<file path="src/rtl/dual_ad7528_atten_if.sv">
// Serial gain-programming bus and stereo PCM path of the CD-i attenuation matrix.
// The master side is the slave uC plus CDIC; the slave side is the DAC emulation.
interface dual_ad7528_atten_if;
    logic               datadac;
    logic               clkdac;
    logic               csdac1n;
    logic               csdac2n;
    logic signed [15:0] audio_left_in;
    logic signed [15:0] audio_right_in;
    logic signed [15:0] audio_left_out;
    logic signed [15:0] audio_right_out;

    modport master (
        output datadac, clkdac, csdac1n, csdac2n, audio_left_in, audio_right_in,
        input  audio_left_out, audio_right_out
    );

    modport slave (
        input  datadac, clkdac, csdac1n, csdac2n, audio_left_in, audio_right_in,
        output audio_left_out, audio_right_out
    );
endinterface

</file>
<file path="src/rtl/dual_ad7528_atten.sv">
// Emulation of the two AD7528 dual multiplying DACs: a 3-wire serial gain loader
// feeding a registered 2x2 mixing matrix with saturation to 16-bit signed.
module dual_ad7528_atten (
    input logic                 clk,
    input logic                 reset_n,
    dual_ad7528_atten_if.slave  bus
);
    logic       clkdac_q;
    logic       cs1_q;
    logic       cs2_q;
    logic [8:0] shreg;
    logic [3:0] bit_cnt;
    logic [7:0] gain_ll;
    logic [7:0] gain_rl;
    logic [7:0] gain_rr;
    logic [7:0] gain_lr;

    logic clk_rise;
    logic cs1_rise;
    logic cs1_fall;
    logic cs2_rise;
    logic cs2_fall;
    logic shift_en;
    logic frame_ok;
    logic latch1;
    logic latch2;

    assign clk_rise = bus.clkdac & ~clkdac_q;
    assign cs1_rise = bus.csdac1n & ~cs1_q;
    assign cs1_fall = ~bus.csdac1n & cs1_q;
    assign cs2_rise = bus.csdac2n & ~cs2_q;
    assign cs2_fall = ~bus.csdac2n & cs2_q;
    // A chip select that is high right now blocks the shift even if it just rose.
    assign shift_en = clk_rise & (~bus.csdac1n | ~bus.csdac2n);
    assign frame_ok = (bit_cnt >= 4'd9);
    assign latch1   = cs1_rise & frame_ok;
    assign latch2   = cs2_rise & frame_ok;

    always_ff @(posedge clk or negedge reset_n) begin
        if (!reset_n) begin
            clkdac_q <= 1'b0;
            cs1_q    <= 1'b1;
            cs2_q    <= 1'b1;
            shreg    <= 9'd0;
            bit_cnt  <= 4'd0;
        end else begin
            clkdac_q <= bus.clkdac;
            cs1_q    <= bus.csdac1n;
            cs2_q    <= bus.csdac2n;
            if (shift_en)
                shreg <= {shreg[7:0], bus.datadac};
            if (cs1_fall || cs2_fall)
                bit_cnt <= shift_en ? 4'd1 : 4'd0;
            else if (shift_en && bit_cnt != 4'd9)
                bit_cnt <= bit_cnt + 4'd1;
        end
    end

    // shreg here is the pre-shift value, so a same-cycle clkdac edge cannot corrupt the frame.
    always_ff @(posedge clk or negedge reset_n) begin
        if (!reset_n) begin
            gain_ll <= 8'hFF;
            gain_rl <= 8'h00;
            gain_rr <= 8'hFF;
            gain_lr <= 8'h00;
        end else begin
            if (latch1) begin
                if (shreg[8]) gain_rl <= shreg[7:0];
                else          gain_ll <= shreg[7:0];
            end
            if (latch2) begin
                if (shreg[8]) gain_lr <= shreg[7:0];
                else          gain_rr <= shreg[7:0];
            end
        end
    end

    function automatic logic signed [24:0] scale(input logic signed [15:0] s,
                                                 input logic [7:0] g);
        return $signed({{9{s[15]}}, s}) * $signed({17'd0, g});
    endfunction

    function automatic logic signed [15:0] sat16(input logic signed [25:0] v);
        if (v > 26'sd32767)
            return 16'sh7FFF;
        else if (v < -26'sd32768)
            return 16'sh8000;
        return v[15:0];
    endfunction

    logic signed [24:0] p_ll;
    logic signed [24:0] p_rl;
    logic signed [24:0] p_rr;
    logic signed [24:0] p_lr;
    logic signed [25:0] sum_l;
    logic signed [25:0] sum_r;
    logic signed [25:0] shr_l;
    logic signed [25:0] shr_r;

    assign p_ll  = scale(bus.audio_left_in,  gain_ll);
    assign p_rl  = scale(bus.audio_right_in, gain_rl);
    assign p_rr  = scale(bus.audio_right_in, gain_rr);
    assign p_lr  = scale(bus.audio_left_in,  gain_lr);
    assign sum_l = $signed({p_ll[24], p_ll}) + $signed({p_rl[24], p_rl});
    assign sum_r = $signed({p_rr[24], p_rr}) + $signed({p_lr[24], p_lr});
    assign shr_l = sum_l >>> 8;
    assign shr_r = sum_r >>> 8;

    always_ff @(posedge clk or negedge reset_n) begin
        if (!reset_n) begin
            bus.audio_left_out  <= 16'sd0;
            bus.audio_right_out <= 16'sd0;
        end else begin
            bus.audio_left_out  <= sat16(shr_l);
            bus.audio_right_out <= sat16(shr_r);
        end
    end
endmodule

</file>
<file path="src/flat_wrapper.sv">
// flat-port wrapper written by rule: the top's interface ports become plain ports
module dual_ad7528_atten_flat 
  (clk, reset_n, bus_datadac, bus_clkdac, bus_csdac1n, bus_csdac2n, bus_audio_left_in, bus_audio_right_in, bus_audio_left_out, bus_audio_right_out);
  dual_ad7528_atten_if bus_i ();
  input logic clk;
  input logic reset_n;
  input wire logic [$bits(bus_i.datadac)-1:0] bus_datadac;
  input wire logic [$bits(bus_i.clkdac)-1:0] bus_clkdac;
  input wire logic [$bits(bus_i.csdac1n)-1:0] bus_csdac1n;
  input wire logic [$bits(bus_i.csdac2n)-1:0] bus_csdac2n;
  input wire logic [$bits(bus_i.audio_left_in)-1:0] bus_audio_left_in;
  input wire logic [$bits(bus_i.audio_right_in)-1:0] bus_audio_right_in;
  output wire logic [$bits(bus_i.audio_left_out)-1:0] bus_audio_left_out;
  output wire logic [$bits(bus_i.audio_right_out)-1:0] bus_audio_right_out;
  assign bus_i.datadac = bus_datadac;
  assign bus_i.clkdac = bus_clkdac;
  assign bus_i.csdac1n = bus_csdac1n;
  assign bus_i.csdac2n = bus_csdac2n;
  assign bus_i.audio_left_in = bus_audio_left_in;
  assign bus_i.audio_right_in = bus_audio_right_in;
  assign bus_audio_left_out = bus_i.audio_left_out;
  assign bus_audio_right_out = bus_i.audio_right_out;
  dual_ad7528_atten u_core (.clk(clk), .reset_n(reset_n), .bus(bus_i));
endmodule
</file>
<file path="config.mk">
export PLATFORM = sky130hd
export DESIGN_NAME = dual_ad7528_atten_flat
export DESIGN_NICKNAME = d
export VERILOG_FILES = /design/src/rtl/dual_ad7528_atten_if.sv /design/src/rtl/dual_ad7528_atten.sv /design/src/flat_wrapper.sv
export SDC_FILE = /design/constraint.sdc
export NUM_CORES = 1
export LEC_CHECK = 0
export BUFFER_PORTS_ARGS = -buffer_cell sky130_fd_sc_hd__buf_4
export CAP_MARGIN = 25
export CORE_UTILIZATION = 40
export CTS_CLUSTER_DIAMETER = 150
export CTS_CLUSTER_SIZE = 16
export DETAILED_ROUTE_END_ITERATION = 7
export HOLD_SLACK_MARGIN = 0.02
export PLACE_DENSITY_LB_ADDON = 0.15
export SETUP_SLACK_MARGIN = 0.02
export SYNTH_ARGS = -nofsm -noshare
export SYNTH_HDL_FRONTEND = slang
export SYNTH_SLANG_ARGS = --single-unit
</file>
<file path="constraint.sdc">
create_clock -name clk -period 13.7 [get_ports clk]
set_input_delay 2.055 -clock clk [delete_from_list [all_inputs] [get_ports clk]]
set_output_delay 2.055 -clock clk [all_outputs]
set_load 0.02 [all_outputs]
</file>
== Yosys cells after proc, flatten, opt, wreduce, memory -nomap -nowiden ==
Index checks and enable logic that the tools add are counted.

* Add/subtract/negate cells: 3
* Multipliers: 4
* $lt $le $gt $ge: 5
* Equal/unequal tests: 1
* Mux-type cells: 13
* Bitwise gates (word level): 15
* Reductions and logical operators: 7

{| class="wikitable"
|+ Operators with widths
! kind !! number
|-
| multiplier 16 x 9 -> 25 bit || 4
|-
| two-way mux 16 bit || 6
|-
| adder 25 x 25 -> 26 bit || 2
|-
| > comparator 18 x 16 -> 1 bit (second input constant) || 2
|-
| less-than comparator 18 x 16 -> 1 bit (second input constant) || 2
|-
| bitwise AND 1 bit || 8
|-
| two-way mux 4 bit || 2
|-
| AND reduction 2 bit || 4
|-
| NOT 1 bit || 6
|-
| two-way mux 1 bit || 5
|-
| adder 4 x 1 -> 4 bit (second input constant) || 1
|-
| greater-or-equal comparator 4 bit (second input constant) || 1
|-
| != test 4 bit (second input constant) || 1
|-
| nonzero test 2 bit || 1
|-
| logical AND 1 bit || 1
|-
| logical OR 1 bit || 1
|-
| OR 1 bit || 1
|}

* Register bits: 80
* Input port bits: 38
* Output and inout bits: 32
* Word-level logic and storage cells: 59

== Logic depth before layout (Yosys ltp) ==
Gate-level depths: netlist (run 1).

* Depth after elaboration: 6
* Gate-level depth with buffers: 27
* Gate-level depth less buffers: 22

== Least setup slack after synthesis (run 1) ==
No wires, ideal clock.

* Path type: input port to flip-flop
* Start: input port bus_audio_right_in[15]
* End: register u_core.bus.audio_left_out[11]
* Arrival time: 7,759 ps
* Slack: 5,822 ps
* Stages: 23
* Path buffers: 3
* Path through: clkbuf_1 nand2_1 fa_1 inv_1 fa_1 fa_1 fa_1 fa_1 inv_1 fa_1 inv_1 ha_1 buf_2 a21o_1 a21oi_1 o21ai_0 a31o_2 a211o_4 a21oi_4 xnor2_1 nand2_1 buf_6 a21o_1

* Cells in the longest elaborated chain, start to end: 6
* Elaborated cells on any way between the ends: 8
* Those cells by class: 1 x add/sub; 1 x mul; 2 x order compare; 4 x mux

{| class="wikitable"
|+ Ends and longest elaborated chain
! element !! RTL line !! RTL
|-
| start: declaration || flat_wrapper.sv:12 || <nowiki>input wire logic [$bits(bus_i.audio_right_in)-1:0] bus_audio_right_in;</nowiki>
|-
| multiplier 16 x 9 -> 25 bit (*) || dual_ad7528_atten.sv:80 || <nowiki>return $signed({{9{s[15]}}, s}) * $signed({17'd0, g});</nowiki>
|-
| adder 25 x 25 -> 26 bit (*) || dual_ad7528_atten.sv:104 || <nowiki>assign sum_l = $signed({p_ll[24], p_ll}) + $signed({p_rl[24], p_rl});</nowiki>
|-
| less-than comparator 18 x 16 -> 1 bit || dual_ad7528_atten.sv:86 || <nowiki>else if (v < -26'sd32768)</nowiki>
|-
| two-way mux 1 bit || dual_ad7528_atten.sv:86 ||
|-
| two-way mux 1 bit || dual_ad7528_atten.sv:84 || <nowiki>if (v > 26'sd32767)</nowiki>
|-
| two-way mux 16 bit (*) || dual_ad7528_atten.sv:88 || <nowiki>return v[15:0];</nowiki>
|-
| end signal: assignment || dual_ad7528_atten.sv:114 || <nowiki>bus.audio_left_out <= sat16(shr_l);</nowiki>
|-
| end: declaration || dual_ad7528_atten_if.sv:20 || <nowiki>output audio_left_out, audio_right_out</nowiki>
|}

Every way passes the cells marked *; elsewhere a longest branch is shown, timed or not.
A chain may end at the register's enable or synchronous reset.

== Final worst setup path (run 1) ==
* Start: input port bus_audio_left_in[7]
* End: register u_core.bus.audio_right_out[0]

* Cells in the longest elaborated chain, start to end: 6
* Elaborated cells on any way between the ends: 8
* Those cells by class: 1 x add/sub; 1 x mul; 2 x order compare; 4 x mux

{| class="wikitable"
|+ Ends and longest elaborated chain
! element !! RTL line !! RTL
|-
| start: declaration || flat_wrapper.sv:11 || <nowiki>input wire logic [$bits(bus_i.audio_left_in)-1:0] bus_audio_left_in;</nowiki>
|-
| multiplier 16 x 9 -> 25 bit (*) || dual_ad7528_atten.sv:80 ||
|-
| adder 25 x 25 -> 26 bit (*) || dual_ad7528_atten.sv:105 || <nowiki>assign sum_r = $signed({p_rr[24], p_rr}) + $signed({p_lr[24], p_lr});</nowiki>
|-
| less-than comparator 18 x 16 -> 1 bit || dual_ad7528_atten.sv:86 ||
|-
| two-way mux 1 bit || dual_ad7528_atten.sv:86 ||
|-
| two-way mux 1 bit || dual_ad7528_atten.sv:84 ||
|-
| two-way mux 16 bit (*) || dual_ad7528_atten.sv:88 ||
|-
| end signal: assignment || dual_ad7528_atten.sv:115 || <nowiki>bus.audio_right_out <= sat16(shr_r);</nowiki>
|-
| end: declaration || dual_ad7528_atten_if.sv:20 ||
|}

Marked as above.

==> results of run 1 <==
-- metal layers --
layer | wire [µm] | share of wire (%)
met3 | 1480 | 3.1
met4 | 931 | 1.9
met2 | 23900 | 49
met5 | 0 | 0
met1 | 22100 | 46
-- cell type report --
type                            instances  area [µm²]
Tap cell                              696         871
Clock buffer                           10         229
Fill cell                            5343       30700
Sequential cell                        80        2020
Clock inverter                          6        92.6
Timing Repair Buffer                   73         548
Inverter                              630        2360
Multi-Input combinational cell       1521       17100
-- final timing paths --
| path | from | endpoint | slack (ns) | cells past startpoint |
|---|---|---|---|---|
| hold / removal | u_core.bit_cnt[1] | u_core.bit_cnt[1] | 0.59 | 2 |
| hold reg to reg | u_core.bit_cnt[1] | u_core.bit_cnt[1] | 0.59 | 2 |
| max in group asynchronous | reset_n | u_core.bus.audio_right_out[12] | 11.01 | 2 |
| min in group asynchronous | reset_n | u_core.bus.audio_left_out[0] | 1.55 | 1 |
| setup / recovery | bus_audio_left_in[7] | u_core.bus.audio_right_out[0] | 5.46 | 23 |
| setup reg to reg | u_core.gain_lr[0] | u_core.bus.audio_right_out[0] | 6.54 | 19 |
-- where the power goes --
part | switching [mW] | leakage [nW] | internal (mW)
Combinational | 0.0414 | 11.6 | 0.0201
Sequential | 0.0218 | 1.03 | 0.249
Clock | 0.112 | 0.150 | 0.161
Total | 0.175 | 12.7 | 0.430
-- per-stage QoR --
step           worst slack (ns)  power (mW)  utilization [%]
2_1_floorplan              5.82       0.293                -
3_3_place_gp               5.30       0.336             42.5
3_5_place_dp               5.11       0.338             42.5
4_1_cts                    5.50       0.616             43.1
5_1_grt                    5.06       0.632             43.1
6_report                   5.46       0.605             43.1
-- kinds of logic (layout without fill, tap and decap cells) --
family / Yosys count / count (layout) / synth area share (%)
multiplexers: 42 / 42 / 2.15
flip-flops: 80 / 80 / 9.25
adder cells (fa/ha/maj): 673 / 673 / 55.5
buffers and inverters: 723 / 719 / 12.6
AO/OA/AOI/OAI: 154 / 154 / 5.35
AND/OR/NAND/NOR: 602 / 602 / 13.1
XOR/XNOR: 50 / 50 / 2.10
-- cells in the mapped netlist (all sizes together), types with 2 or more instances --
master	n	share of area, %
a31oi	6	0.27
nor4b	2	0.14
nand2	351	6.0
nand4	11	0.31
ha	177	10
fa	496	45
o211ai	3	0.15
o21ai	21	0.55
nand3b	3	0.10
xnor2	39	1.7
nor2	19	0.33
and3	2	0.057
nor2b	2	0.057
nand3	9	0.25
mux2	41	2.1
a211o	3	0.16
and2	192	5.5
dfrtp	62	7.1
a211oi	6	0.31
a21oi	55	1.6
nor3	3	0.069
a21o	28	0.97
clkbuf	82	1.4
o21a	7	0.24
dfstp	18	2.2
buf	11	0.39
inv	630	11
o21bai	7	0.26
xor2	11	0.44
a31o	4	0.16
nand2b	5	0.14
-- registers in the layout, summed over array words and instances (netlist names) --
signal                      flops
u_core.gain_lr                  8
u_core.cs2_q                    1
u_core.shreg                    9
u_core.clkdac_q                 1
u_core.gain_ll                  8
u_core.gain_rr                  8
u_core.gain_rl                  8
u_core.bus.audio_left_out      16
u_core.cs1_q                    1
u_core.bit_cnt                  4
u_core.bus.audio_right_out     16
-- worst max-delay path, cell delays in order --
cell                      delay [ns]
sky130_fd_sc_hd__buf_4          0.22
sky130_fd_sc_hd__nand2_1        0.12
sky130_fd_sc_hd__fa_1           0.56
sky130_fd_sc_hd__inv_1          0.05
sky130_fd_sc_hd__fa_1           0.50
sky130_fd_sc_hd__inv_1          0.06
sky130_fd_sc_hd__fa_1           0.52
sky130_fd_sc_hd__inv_1          0.06
sky130_fd_sc_hd__fa_1           0.45
sky130_fd_sc_hd__fa_1           0.49
sky130_fd_sc_hd__inv_1          0.05
sky130_fd_sc_hd__fa_1           0.47
sky130_fd_sc_hd__inv_1          0.04
sky130_fd_sc_hd__ha_1           0.34
sky130_fd_sc_hd__nand2_2        0.08
sky130_fd_sc_hd__nor2_1         0.15
sky130_fd_sc_hd__nand3_1        0.15
sky130_fd_sc_hd__nor4_1         0.55
sky130_fd_sc_hd__or2_1          0.33
sky130_fd_sc_hd__a31oi_4        0.12
sky130_fd_sc_hd__xnor2_2        0.21
sky130_fd_sc_hd__a21oi_2        0.67
sky130_fd_sc_hd__o21ai_1        0.17
==> impl_table.tex, run 1 <==
\begin{tabular}{lr}
\hline
Metric & Value \\
\hline
\multicolumn{2}{l}{\textbf{Status}} \\
\quad Outcome & finished, final reports clean \\
\multicolumn{2}{l}{\textbf{Final layout}} \\
\quad Non-Filler Cell Area, Final & 23,200 µm² \\
\quad Fraction of layout instances using a drive strength above 1 & 8.23\% \\
\quad Filler-free cell count of the finished design & 3,016 \\
\quad Top library cells by usage in the layout, fill and taps aside & 630 x sky130\_fd\_sc\_hd\_\_inv\_1, 496 x sky130\_fd\_sc\_hd\_\_fa\_1, 350 x sky130\_fd\_sc\_hd\_\_nand2\_1 \\
\quad Net count, final & 3,026 \\
\quad Most common cell after layout, fill and taps aside & sky130\_fd\_sc\_hd\_\_inv\_1 \\
\quad Layout overhead on the synthesized area & 6.14\% \\
\quad Total inserted antenna cells & 0 \\
\multicolumn{2}{l}{\textbf{Detailed routing}} \\
\quad Sum of routed wire length over all layers & 48.4 mm \\
\quad Via count of the routed design & 14,700 \\
\quad Per-cell via count in the routed design & 4.88 \\
\quad Initial DRC count & 636 \\
\quad Post-route DRC & 0 \\
\quad Initial DRT Pass Iterations & 4 \\
\quad DR WL/cell & 16.1 µm \\
\quad Post-route antenna net violation count & 0 \\
\multicolumn{2}{l}{\textbf{Global routing}} \\
\quad Number of global-route vias before repair & 16,500 \\
\quad Met2 track utilization from global routing & 32.0\% \\
\quad Global-route wire length before repair & 83.8 mm \\
\quad Number of antenna violations at the first check in global routing & 0 \\
\quad Peak-usage layer in the global routing report & met2 \\
\quad Met3 Usage GRT & 1.18\% \\
\quad Maximum number of pins on one net before global-route repair & 65 \\
\quad GRT met1 Usage & 26.2\% \\
\quad Global-route usage over all layers & 18.9\% \\
\quad Total congestion overflow after global routing & 0 \\
\multicolumn{2}{l}{\textbf{STA}} \\
\quad Final hold violation count & 0 \\
\quad Period minus WS final & 8.24 ns \\
\quad Worst Max-Slew Pin Slew & 0.879 ns \\
\quad Worst-case clock skew & 0.00706 ns \\
\quad Final setup violation count & 0 \\
\quad Worst rel slew slack & 41.4\% \\
\quad Unrepaired setup endpoints after global routing & false \\
\quad Share of the clock period used by the worst path after layout & 60.2\% \\
\quad Top achievable clock speed & 0.121 GHz \\
\quad Fin Hold WS & 0.595 ns \\
\quad Final count of pins violating max slew & 0 \\
\quad Final setup TNS & 0 ns \\
\multicolumn{2}{l}{\textbf{Yosys}} \\
\quad Sequential element share of the synthesized area & 9.25\% \\
\quad Post-Synthesis Mean Instance Area & 9.42 µm² \\
\quad Area of the mapped netlist & 21,900 µm² \\
\quad Number of warnings reported in the yosys synthesis log & 0 \\
\quad Net Count, Synth & 3,035 \\
\quad Post-synthesis register bit count & 80 \\
\quad Count of different cell masters after synthesis & 67 \\
\quad Share of synthesized flip-flops with an asynchronous set or reset & 100\% \\
\quad Cell count after synthesis & 2,324 \\
\quad Commonest register cell after synthesis & sky130\_fd\_sc\_hd\_\_dfrtp\_1 \\
\quad Number of flops mapped to enable cells by yosys & 0 \\
\multicolumn{2}{l}{\textbf{Place}} \\
\quad I/O Buffers & 69 \\
\quad Total placed instance area & 22,900 µm² \\
\quad Cell count after placement & 2,998 \\
\quad GP Congestion & 0.787 \\
\quad Detailed placement HPWL & 40.6 mm \\
\multicolumn{2}{l}{\textbf{Setup path}} \\
\quad WP data required & 13.91 ns \\
\quad Crit Path Max Fanout & 16 \\
\quad CP Class & in -> reg \\
\quad Crit end category & register \\
\quad Arrival time at the worst endpoint & 8.45 ns \\
\quad Kind of start point of the critical path & primary input \\
\multicolumn{2}{l}{\textbf{Clock network}} \\
\quad Clock tree buffer depth & 2 \\
\quad Number of buffers created by CTS & 9 \\
\quad Clock sink count & 80 \\
\quad Clock tree from TritonCTS & yes \\
\quad Worst-Skew Late Latency & 0.36 ns \\
\quad Count of instances resized after the clock tree is built & 0 \\
\quad H-tree depth & 3 \\
\quad CTS Hold Buffers Added & 0 \\
\quad Clock transition at the registers of the reported paths & 0.07 ns \\
\quad CTS root buffer & sky130\_fd\_sc\_hd\_\_clkbuf\_16 \\
\quad Number of buffers inserted to repair setup after CTS & 0 \\
\multicolumn{2}{l}{\textbf{Floorplan}} \\
\quad Area of the placeable core & 53,900 µm² \\
\quad Num ports & 70 \\
\quad Die Y & 236 µm \\
\quad Row count & 85 \\
\quad Die X & 236 µm \\
\quad Initial Util & 40.6\% \\
\quad Overall die area & 55,700 µm² \\
\multicolumn{2}{l}{\textbf{Power and ir drop}} \\
\quad Worst supply voltage drop on vdd & 0.0712 mV \\
\quad Static Leakage & 12.7 nW \\
\quad Power Dens Cells & 26.0 nW/µm² \\
\multicolumn{2}{l}{\textbf{Flow run}} \\
\quad Max-cap check violation count & 0 \\
\multicolumn{2}{l}{\textbf{Worst hold path}} \\
\quad Type of the most critical hold path & reg -> reg \\
\hline
\end{tabular}
Power figures use the tool's default switching activity.
==> inputs of run 2 (changes only) <==
Clock period 13.7 ns to 7.67 ns, I/O delays scaled along.
==> run 2 against run 1 <==
  * Wire length is 0.92% lower
  * Clock power grew 58%
  * Clock skew is 0.0057 ns higher
  * Cell count rose by 0.20%
  * Setup slack lost 4.8 ns
  * Die area unchanged
  * Worst hold slack better by 0.0092 ns
  * Critical endpoint is now u_core.bus.audio_right_out[11]
==> impl_table.tex, run 2 (synthesis results as in run 1) <==
\begin{tabular}{lr}
\hline
Metric & Value \\
\hline
\multicolumn{2}{l}{\textbf{Status}} \\
\quad Outcome & finished, final reports clean (unchanged) \\
\multicolumn{2}{l}{\textbf{Power and ir drop}} \\
\quad Power Dens Cells & 44.1 nW/µm² (was 26.0 nW/µm²) \\
\quad Design Power & 1.03 mW (was 0.605 mW) \\
\quad Static Leakage & 12.8 nW (was 12.7 nW) \\
\quad Worst supply voltage drop on vdd & 0.126 mV (was 0.0712 mV) \\
\multicolumn{2}{l}{\textbf{STA}} \\
\quad Final setup violation count & 0 (unchanged) \\
\quad Final hold violation count & 0 (unchanged) \\
\quad Top achievable clock speed & 0.143 GHz \\
\quad Worst rel slew slack & 32.7\% (was 41.4\%) \\
\quad Worst Max-Slew Pin Slew & 1.01 ns (was 0.879 ns) \\
\quad Worst-case clock skew & 0.0128 ns (was 0.00706 ns) \\
\quad Period minus WS final & 6.99 ns \\
\quad Final count of pins violating max slew & 0 (unchanged) \\
\quad Unrepaired setup endpoints after global routing & false (unchanged) \\
\quad Share of the clock period used by the worst path after layout & 91.1\% \\
\quad Final setup TNS & 0 ns (unchanged) \\
\multicolumn{2}{l}{\textbf{Final layout}} \\
\quad Layout overhead on the synthesized area & 6.17\% (was 6.14\%) \\
\quad Core Util, Final & 43.1\% (about the same) \\
\quad Largest registers & u\_core.bus.audio\_left\_out (16), u\_core.bus.audio\_right\_out (16), u\_core.shreg (9) (unchanged) \\
\quad Multi-input gate area in the final layout & 17,100 µm² (unchanged) \\
\quad Number of fill cells & 5,344 (was 5,343) \\
\quad Total inserted antenna cells & 0 (unchanged) \\
\quad Top library cells by usage in the layout, fill and taps aside & 630 x sky130\_fd\_sc\_hd\_\_inv\_1, 496 x sky130\_fd\_sc\_hd\_\_fa\_1, 350 x sky130\_fd\_sc\_hd\_\_nand2\_1 (unchanged) \\
\quad Most common cell after layout, fill and taps aside & sky130\_fd\_sc\_hd\_\_inv\_1 (unchanged) \\
\quad Net count, final & 3,032 (was 3,026) \\
\quad Fraction of layout instances using a drive strength above 1 & 8.47\% (was 8.23\%) \\
\quad Sequential cell area in the final layout & 2020 µm² (unchanged) \\
\multicolumn{2}{l}{\textbf{Detailed routing}} \\
\quad Initial DRC count & 690 (was 636) \\
\quad Initial DRT Pass Iterations & 5 (was 4) \\
\quad Per-cell via count in the routed design & 4.88 (about the same) \\
\quad Sum of routed wire length over all layers & 48.0 mm (was 48.4 mm) \\
\quad Via count of the routed design & 14,700 (about the same) \\
\quad DR WL/cell & 15.9 µm (was 16.1 µm) \\
\quad Post-route antenna net violation count & 0 (unchanged) \\
\quad Post-route DRC & 0 (unchanged) \\
\multicolumn{2}{l}{\textbf{Clock network}} \\
\quad Clock tree from TritonCTS & yes (unchanged) \\
\quad Clock sink count & 80 (unchanged) \\
\quad Number of buffers inserted to repair setup after CTS & 0 (unchanged) \\
\quad CTS Hold Buffers Added & 0 (unchanged) \\
\quad Clock tree buffer depth & 2 (unchanged) \\
\quad Clock transition at the registers of the reported paths & 0.06 ns (was 0.07 ns) \\
\quad Count of instances resized after the clock tree is built & 0 (unchanged) \\
\quad Worst-Skew Late Latency & 0.38 ns (was 0.36 ns) \\
\quad Number of buffers created by CTS & 9 (unchanged) \\
\quad CTS root buffer & sky130\_fd\_sc\_hd\_\_clkbuf\_16 (unchanged) \\
\quad H-tree depth & 3 (unchanged) \\
\multicolumn{2}{l}{\textbf{Setup path}} \\
\quad Largest stage delay, worst path & 0.53 ns (was 0.67 ns) \\
\quad Worst path top cell family by delay & adder cells (unchanged) \\
\quad End of the worst register-to-register path & u\_core.bus.audio\_right\_out[11] (was u\_core.bus.audio\_right\_out[0]) \\
\quad CP Class & in -> reg (unchanged) \\
\quad Arrival time at the worst endpoint & 7.22 ns (was 8.45 ns) \\
\quad WP data required & 7.91 ns (was 13.91 ns) \\
\quad Kind of start point of the critical path & primary input (unchanged) \\
\quad Crit end category & register (unchanged) \\
\quad Worst-path cell chain & buf\_4 > and2\_1 > fa\_1 > inv\_1 > fa\_1 > inv\_1 > fa\_1 > fa\_1 > fa\_1 > inv\_1 > fa\_1 > inv\_1 > ha\_1 > nand2\_2 > o211ai\_2 > a41oi\_2 > o311ai\_1 > or2\_1 > a31oi\_4 > xnor2\_2 > a21oi\_2 > buf\_4 > a21oi\_2 (was buf\_4 > nand2\_1 > fa\_1 > inv\_1 > fa\_1 > inv\_1 > fa\_1 > inv\_1 > fa\_1 > fa\_1 > inv\_1 > fa\_1 > inv\_1 > ha\_1 > nand2\_2 > nor2\_1 > nand3\_1 > nor4\_1 > or2\_1 > a31oi\_4 > xnor2\_2 > a21oi\_2 > o21ai\_1) \\
\quad Cell at the slowest stage of the critical path & sky130\_fd\_sc\_hd\_\_fa\_1 (was sky130\_fd\_sc\_hd\_\_a21oi\_2) \\
\quad Reg-to-reg startpoint & u\_core.gain\_lr[0] (unchanged) \\
\quad Crit Path Max Fanout & 16 (unchanged) \\
\quad Register-to-Register Setup Slack & 0.78 ns (was 6.54 ns) \\
\quad Critical Path Most Common Cell & sky130\_fd\_sc\_hd\_\_fa\_1 (unchanged) \\
\quad R2R cell count & 21 (was 19) \\
\quad Buffering stage count on the worst path with inverters included & 6 (unchanged) \\
\multicolumn{2}{l}{\textbf{Floorplan}} \\
\quad Area of the placeable core & 53,900 µm² (unchanged) \\
\quad Initial Util & 40.6\% (unchanged) \\
\quad Overall die area & 55,700 µm² (unchanged) \\
\quad Die Y & 236 µm (unchanged) \\
\quad Num ports & 70 (unchanged) \\
\quad Die X & 236 µm (unchanged) \\
\quad Row count & 85 (unchanged) \\
\multicolumn{2}{l}{\textbf{Worst hold path}} \\
\quad Launch instance of the worst min-delay path & u\_core.bit\_cnt[3] (was u\_core.bit\_cnt[1]) \\
\quad End point of the most critical hold path & u\_core.bit\_cnt[3] (was u\_core.bit\_cnt[1]) \\
\quad Hold depth & 2 (unchanged) \\
\quad Type of the most critical hold path & reg -> reg (unchanged) \\
\multicolumn{2}{l}{\textbf{Global routing}} \\
\quad Number of global-route vias before repair & 16,100 (was 16,500) \\
\quad Number of antenna violations at the first check in global routing & 0 (unchanged) \\
\quad Maximum number of pins on one net before global-route repair & 65 (unchanged) \\
\quad Total congestion overflow after global routing & 0 (unchanged) \\
\quad Global-route usage over all layers & 18.8\% (was 18.9\%) \\
\quad Global-route wire length before repair & 83.2 mm (was 83.8 mm) \\
\multicolumn{2}{l}{\textbf{Place}} \\
\quad Detailed placement HPWL & 40.5 mm (was 40.6 mm) \\
\quad I/O Buffers & 69 (unchanged) \\
\quad GP Congestion & 0.838 (was 0.787) \\
\multicolumn{2}{l}{\textbf{Flow run}} \\
\quad Max-cap check violation count & 0 (unchanged) \\
\hline
\end{tabular}
-- run 2: where the power goes --
| part | total, mW | switching [mW] | internal [mW] |
|---|---|---|---|
| logic | 0.111 | 0.0754 | 0.0361 |
| registers | 0.483 | 0.0378 | 0.445 |
| clock network | 0.431 | 0.200 | 0.231 |
| total | 1.03 | 0.314 | 0.712 |
-- run 2: how the worst max path moves through the flow --
stage	startpoint	to	slack, ns	cells past startpoint
floorplan	bus_audio_right_in[15]	u_core.bus.audio_left_out[8]	0.70	23
global placement	bus_audio_right_in[15]	u_core.bus.audio_left_out[9]	0.34	21
detailed placement	bus_audio_right_in[15]	u_core.bus.audio_left_out[9]	0.26	21
CTS	bus_audio_right_in[15]	u_core.bus.audio_left_out[9]	0.65	21
global route	bus_audio_left_in[15]	u_core.bus.audio_right_out[11]	0.25	22
finish	bus_audio_left_in[5]	u_core.bus.audio_right_out[11]	0.68	23
-- run 2: layer usage --
metal | wire [µm] | global-route usage [%] | vias up
met4 | 844 | 4.87 | 0
met1 | 22200 | 26.4 | 7724
met2 | 23400 | 31.5 | 256
met3 | 1510 | 1.37 | 36
met5 | 0 | 0 | -
li1 | - | - | 6723
-- run 2: tightest hold or removal path, delay by kind of cell (launching register included) --
| kind | cells | cell delay (ns) |
|---|---|---|
| DFF | 1 | 0.39 |
| xor gates and xnor gates | 1 | 0.08 |
| and+or+nand+nor | 1 | 0.08 |
-- run 2: area by class of cell --
type                       instances  area share [%]
clock inverter                     5           0.178
sequential                        80            8.71
timing repair buffer              79            2.55
clock buffer                      11            1.04
multi-input combinational       1521            73.6
inverter                         630            10.2
tap                              696            3.75
-- run 2: stage by stage --
step / instances / setup WS [ns] / cell area, µm² / hold slack [ns]
5_1_grt: 3022 / 0.246 / 23200 / 0.642
3_3_place_gp: 3005 / 0.336 / 23000 / 0.574
4_1_cts: 3021 / 0.649 / 23200 / 0.602
6_report: 3022 / 0.682 / 23200 / 0.604
2_1_floorplan: 2324 / 0.697 / 21900 / 0.538
3_5_place_dp: 3005 / 0.257 / 23000 / 0.586
==> inputs of run 3 (changes only) <==
Settings changed: PLACE_DENSITY set to 0.54, PLACE_DENSITY_LB_ADDON 0.15 to not set.
==> run 3 against run 2 <==
  * Clock power barely moved
  * Critical path type unchanged
  * Critical endpoint is now u_core.bus.audio_right_out[0]
  * Clock skew is 0.0032 ns higher
  * Worst hold slack worse by 0.0080 ns
  * Power hardly changed
  * Non-clock buffer count up 4
  * Critical path depth unchanged
  * First-iteration DRC count decreased by 12%
  * Sequential share of layout area is essentially flat
  * Global-route usage is 0.14 points lower
  * Register-to-register slack worse by 0.02 ns
==> impl_table.tex, run 3 (synthesis results as in run 1) <==
\begin{tabular}{lr}
\hline
Metric & Value \\
\hline
\multicolumn{2}{l}{\textbf{Floorplan}} \\
\quad Num ports & 70 (unchanged) \\
\quad Overall die area & 55,700 µm² (unchanged) \\
\quad Area of the placeable core & 53,900 µm² (unchanged) \\
\quad Die Y & 236 µm (unchanged) \\
\quad Initial Util & 40.6\% (unchanged) \\
\quad Row count & 85 (unchanged) \\
\quad Die X & 236 µm (unchanged) \\
\multicolumn{2}{l}{\textbf{Final layout}} \\
\quad Net count, final & 3,036 (was 3,032) \\
\quad Largest registers & u\_core.bus.audio\_left\_out (16), u\_core.bus.audio\_right\_out (16), u\_core.shreg (9) (unchanged) \\
\quad Number of fill cells & 5,325 (was 5,344) \\
\quad Total inserted antenna cells & 0 (unchanged) \\
\quad Multi-input gate area in the final layout & 17,100 µm² (about the same) \\
\quad Filler-free cell count of the finished design & 3,026 (was 3,022) \\
\quad Most common cell after layout, fill and taps aside & sky130\_fd\_sc\_hd\_\_inv\_1 (unchanged) \\
\quad Fraction of layout instances using a drive strength above 1 & 8.67\% (was 8.47\%) \\
\quad Layout overhead on the synthesized area & 6.32\% (was 6.17\%) \\
\quad Core Util, Final & 43.2\% (was 43.1\%) \\
\quad Top library cells by usage in the layout, fill and taps aside & 630 x sky130\_fd\_sc\_hd\_\_inv\_1, 496 x sky130\_fd\_sc\_hd\_\_fa\_1, 350 x sky130\_fd\_sc\_hd\_\_nand2\_1 (unchanged) \\
\quad Sequential cell area in the final layout & 2020 µm² (unchanged) \\
\quad Non-Filler Cell Area, Final & 23,300 µm² (was 23,200 µm²) \\
\multicolumn{2}{l}{\textbf{Place}} \\
\quad I/O Buffers & 69 (unchanged) \\
\quad Detailed placement HPWL & 40.4 mm (was 40.5 mm) \\
\quad Setup slack after placement & 0.0311 ns (was 0.257 ns) \\
\quad Total placed instance area & 23,000 µm² (about the same) \\
\quad GP Congestion & 0.848 (was 0.838) \\
\quad Cell count after placement & 3,009 (was 3,005) \\
\multicolumn{2}{l}{\textbf{Global routing}} \\
\quad Global-route wire length before repair & 83.1 mm (was 83.2 mm) \\
\quad Number of antenna violations at the first check in global routing & 0 (unchanged) \\
\quad Total congestion overflow after global routing & 0 (unchanged) \\
\quad Maximum number of pins on one net before global-route repair & 65 (unchanged) \\
\quad Global-route usage over all layers & 18.7\% (was 18.8\%) \\
\quad Number of global-route vias before repair & 16,200 (was 16,100) \\
\multicolumn{2}{l}{\textbf{Clock network}} \\
\quad CTS Hold Buffers Added & 0 (unchanged) \\
\quad Clock tree from TritonCTS & yes (unchanged) \\
\quad CTS root buffer & sky130\_fd\_sc\_hd\_\_clkbuf\_16 (unchanged) \\
\quad Clock sink count & 80 (unchanged) \\
\quad H-tree depth & 3 (unchanged) \\
\quad Number of buffers inserted to repair setup after CTS & 0 (unchanged) \\
\quad Clock transition at the registers of the reported paths & 0.08 ns (was 0.06 ns) \\
\quad Number of buffers created by CTS & 9 (unchanged) \\
\quad Worst-Skew Late Latency & 0.37 ns (was 0.38 ns) \\
\quad Count of instances resized after the clock tree is built & 0 (unchanged) \\
\quad Clock tree buffer depth & 2 (unchanged) \\
\multicolumn{2}{l}{\textbf{Flow run}} \\
\quad Max-cap check violation count & 0 (unchanged) \\
\multicolumn{2}{l}{\textbf{STA}} \\
\quad Period minus WS final & 7.12 ns (was 6.99 ns) \\
\quad Top achievable clock speed & 0.140 GHz (was 0.143 GHz) \\
\quad Final setup TNS & 0 ns (unchanged) \\
\quad Worst rel slew slack & 35.8\% (was 32.7\%) \\
\quad Final count of pins violating max slew & 0 (unchanged) \\
\quad Unrepaired setup endpoints after global routing & false (unchanged) \\
\quad Final setup violation count & 0 (unchanged) \\
\quad Final hold violation count & 0 (unchanged) \\
\quad Fin Hold WS & 0.596 ns (was 0.604 ns) \\
\quad Fin worst setup slack & 0.546 ns (was 0.682 ns) \\
\quad Worst Max-Slew Pin Slew & 0.961 ns (was 1.01 ns) \\
\quad Worst-case clock skew & 0.0159 ns (was 0.0128 ns) \\
\quad Share of the clock period used by the worst path after layout & 92.9\% (was 91.1\%) \\
\multicolumn{2}{l}{\textbf{Detailed routing}} \\
\quad Initial DRC count & 608 (was 690) \\
\quad DR WL/cell & 15.9 µm (about the same) \\
\quad Via count of the routed design & 14,800 (was 14,700) \\
\quad Post-route antenna net violation count & 0 (unchanged) \\
\quad Sum of routed wire length over all layers & 48.0 mm (about the same) \\
\quad Per-cell via count in the routed design & 4.89 (was 4.88) \\
\quad Initial DRT Pass Iterations & 4 (was 5) \\
\quad Post-route DRC & 0 (unchanged) \\
\multicolumn{2}{l}{\textbf{Setup path}} \\
\quad WP data required & 7.91 ns (about the same) \\
\quad Reg-to-reg startpoint & u\_core.gain\_lr[1] (was u\_core.gain\_lr[0]) \\
\quad Arrival time at the worst endpoint & 7.37 ns (was 7.22 ns) \\
\quad Kind of start point of the critical path & primary input (unchanged) \\
\quad R2R cell count & 23 (was 21) \\
\quad Crit Path Max Fanout & 16 (unchanged) \\
\quad CP Class & in -> reg (unchanged) \\
\quad End of the worst register-to-register path & u\_core.bus.audio\_right\_out[0] (was u\_core.bus.audio\_right\_out[11]) \\
\quad Crit end category & register (unchanged) \\
\quad Register-to-Register Setup Slack & 0.76 ns (was 0.78 ns) \\
\multicolumn{2}{l}{\textbf{Worst hold path}} \\
\quad Hold depth & 2 (unchanged) \\
\quad End point of the most critical hold path & u\_core.bit\_cnt[3] (unchanged) \\
\quad Type of the most critical hold path & reg -> reg (unchanged) \\
\quad Launch instance of the worst min-delay path & u\_core.bit\_cnt[3] (unchanged) \\
\multicolumn{2}{l}{\textbf{Power and ir drop}} \\
\quad Power Dens Cells & 44.0 nW/µm² (was 44.1 nW/µm²) \\
\quad Static Leakage & 12.8 nW (about the same) \\
\quad Worst supply voltage drop on vdd & 0.104 mV (was 0.126 mV) \\
\quad Design Power & 1.03 mW (about the same) \\
\multicolumn{2}{l}{\textbf{Status}} \\
\quad Outcome & finished, final reports clean (unchanged) \\
\hline
\end{tabular}
-- run 3: report_power, final --
| group | internal, mW | leakage [nW] | switching (mW) |
|---|---|---|---|
| Sequential | 0.445 | 1.03 | 0.0375 |
| Clock | 0.222 | 0.128 | 0.209 |
| Combinational | 0.0374 | 11.6 | 0.0750 |
-- run 3: layer usage --
layer	vias to the layer above	part of all wire, %	global-route usage, %
met5	-	0	0
met2	242	50	31.6
li1	6741	-	-
met3	26	3.2	1.32
met4	0	1.2	3.66
met1	7784	46	26.4
-- run 3: critical path, cell delays in order --
cell and delay (ns):
sky130_fd_sc_hd__buf_4 0.19, sky130_fd_sc_hd__and2_1 0.20, sky130_fd_sc_hd__fa_1 0.54, sky130_fd_sc_hd__inv_1 0.06
sky130_fd_sc_hd__fa_1 0.53, sky130_fd_sc_hd__inv_1 0.05, sky130_fd_sc_hd__fa_1 0.49, sky130_fd_sc_hd__fa_1 0.44
sky130_fd_sc_hd__fa_1 0.50, sky130_fd_sc_hd__inv_1 0.05, sky130_fd_sc_hd__fa_1 0.48, sky130_fd_sc_hd__inv_1 0.04
sky130_fd_sc_hd__ha_1 0.36, sky130_fd_sc_hd__nand2_2 0.08, sky130_fd_sc_hd__nor2_1 0.16, sky130_fd_sc_hd__nand3_1 0.17
sky130_fd_sc_hd__nor4_1 0.47, sky130_fd_sc_hd__buf_4 0.19, sky130_fd_sc_hd__or2_1 0.24, sky130_fd_sc_hd__a31oi_4 0.13
sky130_fd_sc_hd__xnor2_2 0.23, sky130_fd_sc_hd__a21oi_4 0.46, sky130_fd_sc_hd__o21ai_1 0.13
-- run 3: worst max-delay path by stage --
stage | start | endpoint | slack (ns)
finish | bus_audio_left_in[5] | u_core.bus.audio_right_out[0] | 0.55
global route | bus_audio_left_in[5] | u_core.bus.audio_right_out[7] | 0.19
CTS | bus_audio_left_in[5] | u_core.bus.audio_right_out[0] | 0.40
detailed placement | bus_audio_left_in[5] | u_core.bus.audio_right_out[7] | 0.03
global placement | bus_audio_left_in[5] | u_core.bus.audio_right_out[7] | 0.08
floorplan | bus_audio_right_in[15] | u_core.bus.audio_left_out[8] | 0.70
-- run 3: final cells by class --
class	instances	share of cell area, %
repair buffers	83	2.68
clock buffers	9	0.967
clock inverters	7	0.231
inverters	630	10.2
multi-input cells	1521	73.5
well taps	696	3.74
flip-flops and latches	80	8.70
